`src/rtl/proc_context_unit.sv`:
```
// Process-context/relocation unit: per-process base/limit/saved-PC table plus a round-robin quantum scheduler.
// Optional build macro PCU_FAULT_KILL_EN: an address fault during RUN terminates the running process.
module proc_context_unit #(
  parameter int ADDR_W    = 32,
  parameter int NPROC     = 8,
  parameter int QUANTUM_W = 16,
  localparam int PID_W    = $clog2(NPROC)
) (
  input  logic                 Clock,
  input  logic                 Reset,
  input  logic                 CfgWrite,
  input  logic [PID_W-1:0]     CfgPID,
  input  logic [ADDR_W-1:0]    CfgBase,
  input  logic [ADDR_W-1:0]    CfgLimit,
  input  logic [ADDR_W-1:0]    CfgEntryPC,
  input  logic                 CfgQuantumWrite,
  input  logic [QUANTUM_W-1:0] CfgQuantum,
  input  logic                 Start,
  input  logic                 YieldReq,
  input  logic                 ExitReq,
  input  logic [ADDR_W-1:0]    CorePC,
  input  logic [ADDR_W-1:0]    LogicalAddr,
  input  logic                 AccessValid,
  output logic [ADDR_W-1:0]    PhysAddr,
  output logic                 AddrFault,
  output logic [PID_W-1:0]     FaultPID,
  output logic [PID_W-1:0]     CurPID,
  output logic                 Stall,
  output logic [ADDR_W-1:0]    RestorePC,
  output logic                 SwitchPulse,
  output logic                 Idle
);

  // state   | meaning
  // IDLE    | no runnable process, waiting for Start
  // SELECT  | scanning one slot per cycle for the next valid process
  // RESTORE | loading the selected context, SwitchPulse high
  // RUN     | process executing, quantum counting down
  // SAVE    | storing CorePC of the outgoing process
  typedef enum logic [2:0] {IDLE, SELECT, RESTORE, RUN, SAVE} state_t;

  state_t               state;
  logic                 valid   [NPROC];
  logic [ADDR_W-1:0]    base    [NPROC];
  logic [ADDR_W-1:0]    limit   [NPROC];
  logic [ADDR_W-1:0]    savedPc [NPROC];
  logic [QUANTUM_W-1:0] reloadQ;
  logic [QUANTUM_W-1:0] counter;
  logic [PID_W-1:0]     ptr;
  logic [PID_W-1:0]     scanCnt;
  logic [PID_W-1:0]     cand;
  logic                 killFault;

  assign PhysAddr  = LogicalAddr + base[CurPID];
  assign AddrFault = AccessValid && (LogicalAddr >= limit[CurPID]);
  assign cand      = ptr + 1'b1;

`ifdef PCU_FAULT_KILL_EN
  assign killFault = AddrFault;
`else
  assign killFault = 1'b0;
`endif

  always_ff @(posedge Clock) begin
    if (Reset) begin
      for (int i = 0; i < NPROC; i++) begin
        valid[i]   <= 1'b0;
        base[i]    <= '0;
        limit[i]   <= '0;
        savedPc[i] <= '0;
      end
      reloadQ     <= QUANTUM_W'(1000);
      counter     <= '0;
      ptr         <= '0;
      scanCnt     <= '0;
      state       <= IDLE;
      CurPID      <= '0;
      FaultPID    <= '0;
      Stall       <= 1'b1;
      SwitchPulse <= 1'b0;
      RestorePC   <= '0;
      Idle        <= 1'b1;
    end else begin
      SwitchPulse <= 1'b0;
      if (AddrFault) FaultPID <= CurPID;

      case (state)
        IDLE: begin
          if (Start) begin
            ptr     <= PID_W'(NPROC - 1);
            scanCnt <= '0;
            Idle    <= 1'b0;
            state   <= SELECT;
          end
        end
        RUN: begin
          counter <= counter - 1'b1;
          if (ExitReq || killFault) begin
            valid[CurPID] <= 1'b0;
            ptr           <= CurPID;
            scanCnt       <= '0;
            Stall         <= 1'b1;
            state         <= SELECT;
          end else if (YieldReq || counter <= QUANTUM_W'(1)) begin
            Stall <= 1'b1;
            state <= SAVE;
          end
        end
        SAVE: begin
          savedPc[CurPID] <= CorePC;
          ptr             <= CurPID;
          scanCnt         <= '0;
          state           <= SELECT;
        end
        SELECT: begin
          ptr <= cand;
          if (valid[cand]) begin
            CurPID      <= cand;
            RestorePC   <= savedPc[cand];
            SwitchPulse <= 1'b1;
            state       <= RESTORE;
          end else if (scanCnt == PID_W'(NPROC - 1)) begin
            Idle  <= 1'b1;
            state <= IDLE;
          end else begin
            scanCnt <= scanCnt + 1'b1;
          end
        end
        RESTORE: begin
          counter <= reloadQ;
          Stall   <= 1'b0;
          state   <= RUN;
        end
        default: state <= IDLE;
      endcase

      // Configuration writes land last so they override a same-cycle save or exit.
      if (CfgWrite) begin
        base[CfgPID]    <= CfgBase;
        limit[CfgPID]   <= CfgLimit;
        savedPc[CfgPID] <= CfgEntryPC;
        valid[CfgPID]   <= (CfgLimit != '0);
      end
      if (CfgQuantumWrite) reloadQ <= CfgQuantum;
    end
  end

endmodule
```
`config.mk`:
```
export PLATFORM = sky130hd
export DESIGN_NAME = proc_context_unit
export DESIGN_NICKNAME = d
export VERILOG_FILES = /design/src/rtl/proc_context_unit.sv
export SDC_FILE = /design/constraint.sdc
export NUM_CORES = 2
export LEC_CHECK = 0
export CORE_MARGIN = 8
export CORE_UTILIZATION = 45
export DETAILED_ROUTE_END_ITERATION = 10
export HOLD_SLACK_MARGIN = 0.1
export SYNTH_ARGS = -nofsm -noshare
export SYNTH_HDL_FRONTEND = slang
export SYNTH_SLANG_ARGS = --single-unit
```
`constraint.sdc`:
```
create_clock -name Clock -period 3.9 [get_ports Clock]
set_input_delay 0.39 -clock Clock [delete_from_list [all_inputs] [get_ports Clock]]
set_output_delay 0.39 -clock Clock [all_outputs]
set_load 0.005 [all_outputs]
```
==> qor.json <==
{
  "hold_violation_total_from_the_final_report": {"value": 0},
  "end_kind": {"value": "output port"},
  "crit_path_cell_trace": {"value": "buf_12 > buf_12 > buf_16 > mux4_2 > mux2_4 > ha_4 > buf_6 > o211ai_1 > o211ai_1 > a21boi_2 > a31o_2 > nand4_1 > buf_4 > a31oi_4 > xnor2_2 > buf_2"},
  "grt_max_degree": {"value": 99},
  "synth.top_cell.area_share": {"value": 56.1, "unit": "%"},
  "final_layout_size_suffix_gt1_share": {"value": 25.4, "unit": "%"},
  "critPathKind": {"value": "flip-flop to output port"},
  "finalWorstSetupSlack": {"value": -0.652, "unit": "ns"},
  "synth-edff-count": {"value": 776},
  "timing.rr.end": {"value": "FaultPID[2]"},
  "syn-instance-count": {"value": 2877},
  "synthesis.yosys.warnings": {"value": 0},
  "ios": {"value": 261},
  "grt_util_all_layers": {"value": 24.9, "unit": "%"},
  "initial_utilization": {"value": 45.4, "unit": "%"},
  "chip_height": {"value": 320, "unit": "um"},
  "minimum_setup_slack_after_placement": {"value": -0.423, "unit": "ns"},
  "hold_path_class": {"value": "input port to flip-flop"},
  "max_cap_violations": {"value": 0},
  "drv_slew": {"value": 0},
  "worstSetupEndpoint": {"value": "PhysAddr[29]"},
  "seq_area": {"value": 25000, "unit": "um^2"},
  "fill_cells": {"value": 7238},
  "timing.critical_path.slowest_stage_cell": {"value": "sky130_fd_sc_hd__mux4_2"},
  "timing.critical_path.slowest_cell_delay": {"value": 0.48, "unit": "ns"},
  "grt_remaining_overflow": {"value": 0},
  "timing.clock.skew": {"value": 0.0185, "unit": "ns"},
  "clk_root_buffer_cell": {"value": "sky130_fd_sc_hd__clkbuf_16"},
  "synth_seq_cells": {"value": 861},
  "dp_hpwl": {"value": 77.5, "unit": "mm"},
  "worst-endpoint-arrival": {"value": 4.16, "unit": "ns"},
  "cp-start-kind": {"value": "flip-flop"},
  "maximum_frequency_from_static_timing_analysis": {"value": 220, "unit": "MHz"},
  "routed_via_count": {"value": 27100},
  "cellLeakagePower": {"value": 18.3, "unit": "nW"},
  "design.core.area": {"value": 91500, "unit": "um^2"},
  "cts_buffers": {"value": 94},
  "cts_sinks": {"value": 861},
  "timing.reg2reg.worst_path_depth": {"value": 18},
  "worstPathRequired": {"value": 3.51, "unit": "ns"},
  "layout_min_cycle_time": {"value": 4.55, "unit": "ns"},
  "num_rows": {"value": 111},
  "design.die.area": {"value": 102000, "unit": "um^2"},
  "number_of_antenna_violations_at_the_first_check_in_global_routing": {"value": 22},
  "outcome": {"value": "finished with violations"},
  "footprint_of_the_multi_input_gates": {"value": 16300, "unit": "um^2"},
  "failed_checks": {"value": "negative setup slack"},
  "timing.final.setup_violations": {"value": 28},
  "synthesis_to_finish_area_growth": {"value": 23.7, "unit": "%"},
  "vias_per_cell": {"value": 5.98},
  "avgSynthCellArea": {"value": 14.4, "unit": "um^2"},
  "worst_ir_drop_vdd": {"value": 0.373, "unit": "mV"},
  "detail_route.wl_per_cell": {"value": 28.8, "unit": "um"},
  "detail_route.first_pass.iterations": {"value": 5},
  "fp.dieW": {"value": 320, "unit": "um"},
  "clock_tree_from_tritoncts": {"value": "yes"},
  "final_core_utilization": {"value": 56.1, "unit": "%"},
  "synthFlopType": {"value": "sky130_fd_sc_hd__edfxtp_1"},
  "fin_tns_setup": {"value": -12.71, "unit": "ns"},
  "setup_slack_of_the_worst_register_to_register_path": {"value": 0.19, "unit": "ns"},
  "post-route-period-util": {"value": 117, "unit": "%"},
  "routed_wl": {"value": 130, "unit": "mm"},
  "clkLatencyLatePin": {"value": 0.67, "unit": "ns"},
  "synth.area.top_cells": {"value": "sky130_fd_sc_hd__edfxtp_1 (56%), sky130_fd_sc_hd__mux4_2 (11%), sky130_fd_sc_hd__and2_1 (7.7%), sky130_fd_sc_hd__a22o_1 (5.4%), sky130_fd_sc_hd__dfxtp_1 (4.1%)"},
  "slew_headroom": {"value": 31.2, "unit": "%"},
  "dr.first_iter.drc_count": {"value": 2375},
  "powerDensity": {"value": 522, "unit": "nW/um^2"},
  "cts.htree.levels": {"value": 3},
  "port_buffers": {"value": 260},
  "crit_fanout": {"value": 5},
  "gp_congestion": {"value": 0.938},
  "synth_sequential_area_ratio": {"value": 60.2, "unit": "%"},
  "first_global_vias": {"value": 28400},
  "grt_setup_unrepaired": {"value": "true"},
  "drt.antenna.violating_nets": {"value": 0},
  "synth.lib_cells_used.distinct": {"value": 70},
  "cts-root-to-sink-buffers": {"value": 3},
  "synth_nets": {"value": 3133},
  "grt_pass1_wl": {"value": 190, "unit": "mm"},
  "detail_route.drc_violations": {"value": 0},
  "cts_hold_buf": {"value": 0},
  "synth-async-reset-ratio": {"value": 0, "unit": "%"},
  "netlist.top_cell.by_area": {"value": "sky130_fd_sc_hd__edfxtp_1"},
  "final_nets": {"value": 3506},
  "clkSlewWorstSetupHoldPaths": {"value": 0.06, "unit": "ns"},
  "worst-slew-pin-transition": {"value": 1.03, "unit": "ns"},
  "area_of_the_mapped_netlist": {"value": 41500, "unit": "um^2"}
}
-- state kept, by name, indices dropped and copies added (netlist names), named ones only --
name / cells
scanCnt: 3
ptr: 3
savedPc: 256
limit: 256
FaultPID: 3
SwitchPulse: 1
base: 256
reloadQ: 16
RestorePC: 32
Stall: 1
CurPID: 3
state: 3
Idle: 1
counter: 16
valid: 8
-- synthesized netlist by cell type (19+ instances only) --
cell type,count
sky130_fd_sc_hd__a21oi_1,60
sky130_fd_sc_hd__dfxtp_1,85
sky130_fd_sc_hd__a22o_1,257
sky130_fd_sc_hd__nor3_1,27
sky130_fd_sc_hd__mux2i_1,82
sky130_fd_sc_hd__o21ai_0,40
sky130_fd_sc_hd__inv_1,26
sky130_fd_sc_hd__nor2_1,112
sky130_fd_sc_hd__edfxtp_1,776
sky130_fd_sc_hd__a21o_1,19
sky130_fd_sc_hd__clkbuf_1,117
sky130_fd_sc_hd__a211oi_1,24
sky130_fd_sc_hd__a211oi_2,20
sky130_fd_sc_hd__xnor2_1,20
sky130_fd_sc_hd__buf_1,70
sky130_fd_sc_hd__nand2_1,73
sky130_fd_sc_hd__and2_1,514
sky130_fd_sc_hd__mux2_2,31
sky130_fd_sc_hd__mux4_2,194
sky130_fd_sc_hd__buf_2,66
sky130_fd_sc_hd__ha_1,68
-- power by group --
| group | switching [W] | internal [W] |
|---|---|---|
| logic | 0.00358 | 0.00359 |
| registers | 0.000248 | 0.0106 |
| clock network | 0.00373 | 0.00502 |
-- placed cells by master (no fill, tap or decap), types with 19 or more instances in the layout --
cell / n
sky130_fd_sc_hd__edfxtp_1: 776
sky130_fd_sc_hd__and2_1: 513
sky130_fd_sc_hd__a22o_1: 257
sky130_fd_sc_hd__clkdlybuf4s50_1: 232
sky130_fd_sc_hd__buf_4: 198
sky130_fd_sc_hd__mux4_2: 194
sky130_fd_sc_hd__nor2_1: 104
sky130_fd_sc_hd__clkbuf_16: 94
sky130_fd_sc_hd__dfxtp_1: 81
sky130_fd_sc_hd__nand2_1: 69
sky130_fd_sc_hd__mux2i_1: 68
sky130_fd_sc_hd__ha_1: 48
sky130_fd_sc_hd__buf_12: 48
sky130_fd_sc_hd__a21oi_1: 36
sky130_fd_sc_hd__o21ai_0: 32
sky130_fd_sc_hd__clkinv_2: 30
sky130_fd_sc_hd__buf_6: 26
sky130_fd_sc_hd__nor3_1: 22
sky130_fd_sc_hd__a211oi_1: 22
sky130_fd_sc_hd__buf_2: 22
sky130_fd_sc_hd__a211oi_2: 21
sky130_fd_sc_hd__a21oi_2: 20
sky130_fd_sc_hd__mux2_2: 20
sky130_fd_sc_hd__clkinv_1: 20
sky130_fd_sc_hd__a21o_1: 19
-- how the worst min path moves through the flow --
stage	slack, ns	startpoint	end	cells after the start
after floorplan	0.45	reloadQ[10]	reloadQ[10]	2
after global placement	0.48	FaultPID[1]	FaultPID[1]	2
after detailed placement	0.48	counter[1]	counter[1]	2
after CTS	0.15	Reset	RestorePC[16]	2
after global routing	0.17	Reset	RestorePC[22]	2
final	0.17	Reset	RestorePC[16]	2
-- routing by layer --
layer  global-route usage, %  vias up  wire (um)
met4                    6.76       20       3140
met2                    43.0     1045      65100
met5                       0        -        110
li1                        -    11800          -
met3                    5.48      228      10100
met1                    31.6    14000      51900
-- cell families after synthesis --
| kind of cell | synth area share, % |
|---|---|
| DFF | 60.2 |
| and+or+nand+nor | 11.3 |
| AOI/OAI and AO/OA | 9.39 |
| muxes | 13.4 |
| buffers and inverters | 2.91 |
| adders and majority gates | 2.10 |
| xor gates and xnor gates | 0.693 |
-- repair_timing --
action / in CTS / in global routing
gates cloned: 8 / 0
gates resized for setup: 268 / 59
pin swaps: 62 / 44
buffers inserted: 32 / 26
setup endpoints to repair: 30 / 32
-- critical path: cells and delay by family, from the launching register on --
| family | cells | cell delay (ns) |
|---|---|---|
| buffers and inverters | 6 | 0.82 |
| and+or+nand+nor | 1 | 0.16 |
| xor gates and xnor gates | 1 | 0.13 |
| adders and majority gates | 1 | 0.23 |
| AOI/OAI and AO/OA | 5 | 1.00 |
| muxes | 2 | 0.77 |
| DFF | 1 | 0.38 |
-- through the flow --
stage | area (um^2) | hold WS (ns) | cells | power, W
finish | 51400 | 0.171 | 4527 | 0.0268
global route | 51300 | 0.172 | 4520 | 0.0278
CTS | 51000 | 0.146 | 4499 | 0.0268
floorplan | 41500 | 0.455 | 2877 | 0.0145
global placement | 46700 | 0.476 | 4287 | 0.0174
detailed placement | 46700 | 0.483 | 4287 | 0.0175
-- cell type report --
class                           instances  share of cell area (%)
Timing Repair Buffer                  539                    10.6
Tap cell                             1186                    2.89
Clock inverter                         61                    1.06
Sequential cell                       861                    48.7
Antenna cell                            9                  0.0438
Multi-Input combinational cell       1728                    31.7
Clock buffer                          117                    4.78
Inverter                               26                   0.214
(Power assumes the default switching activity.)
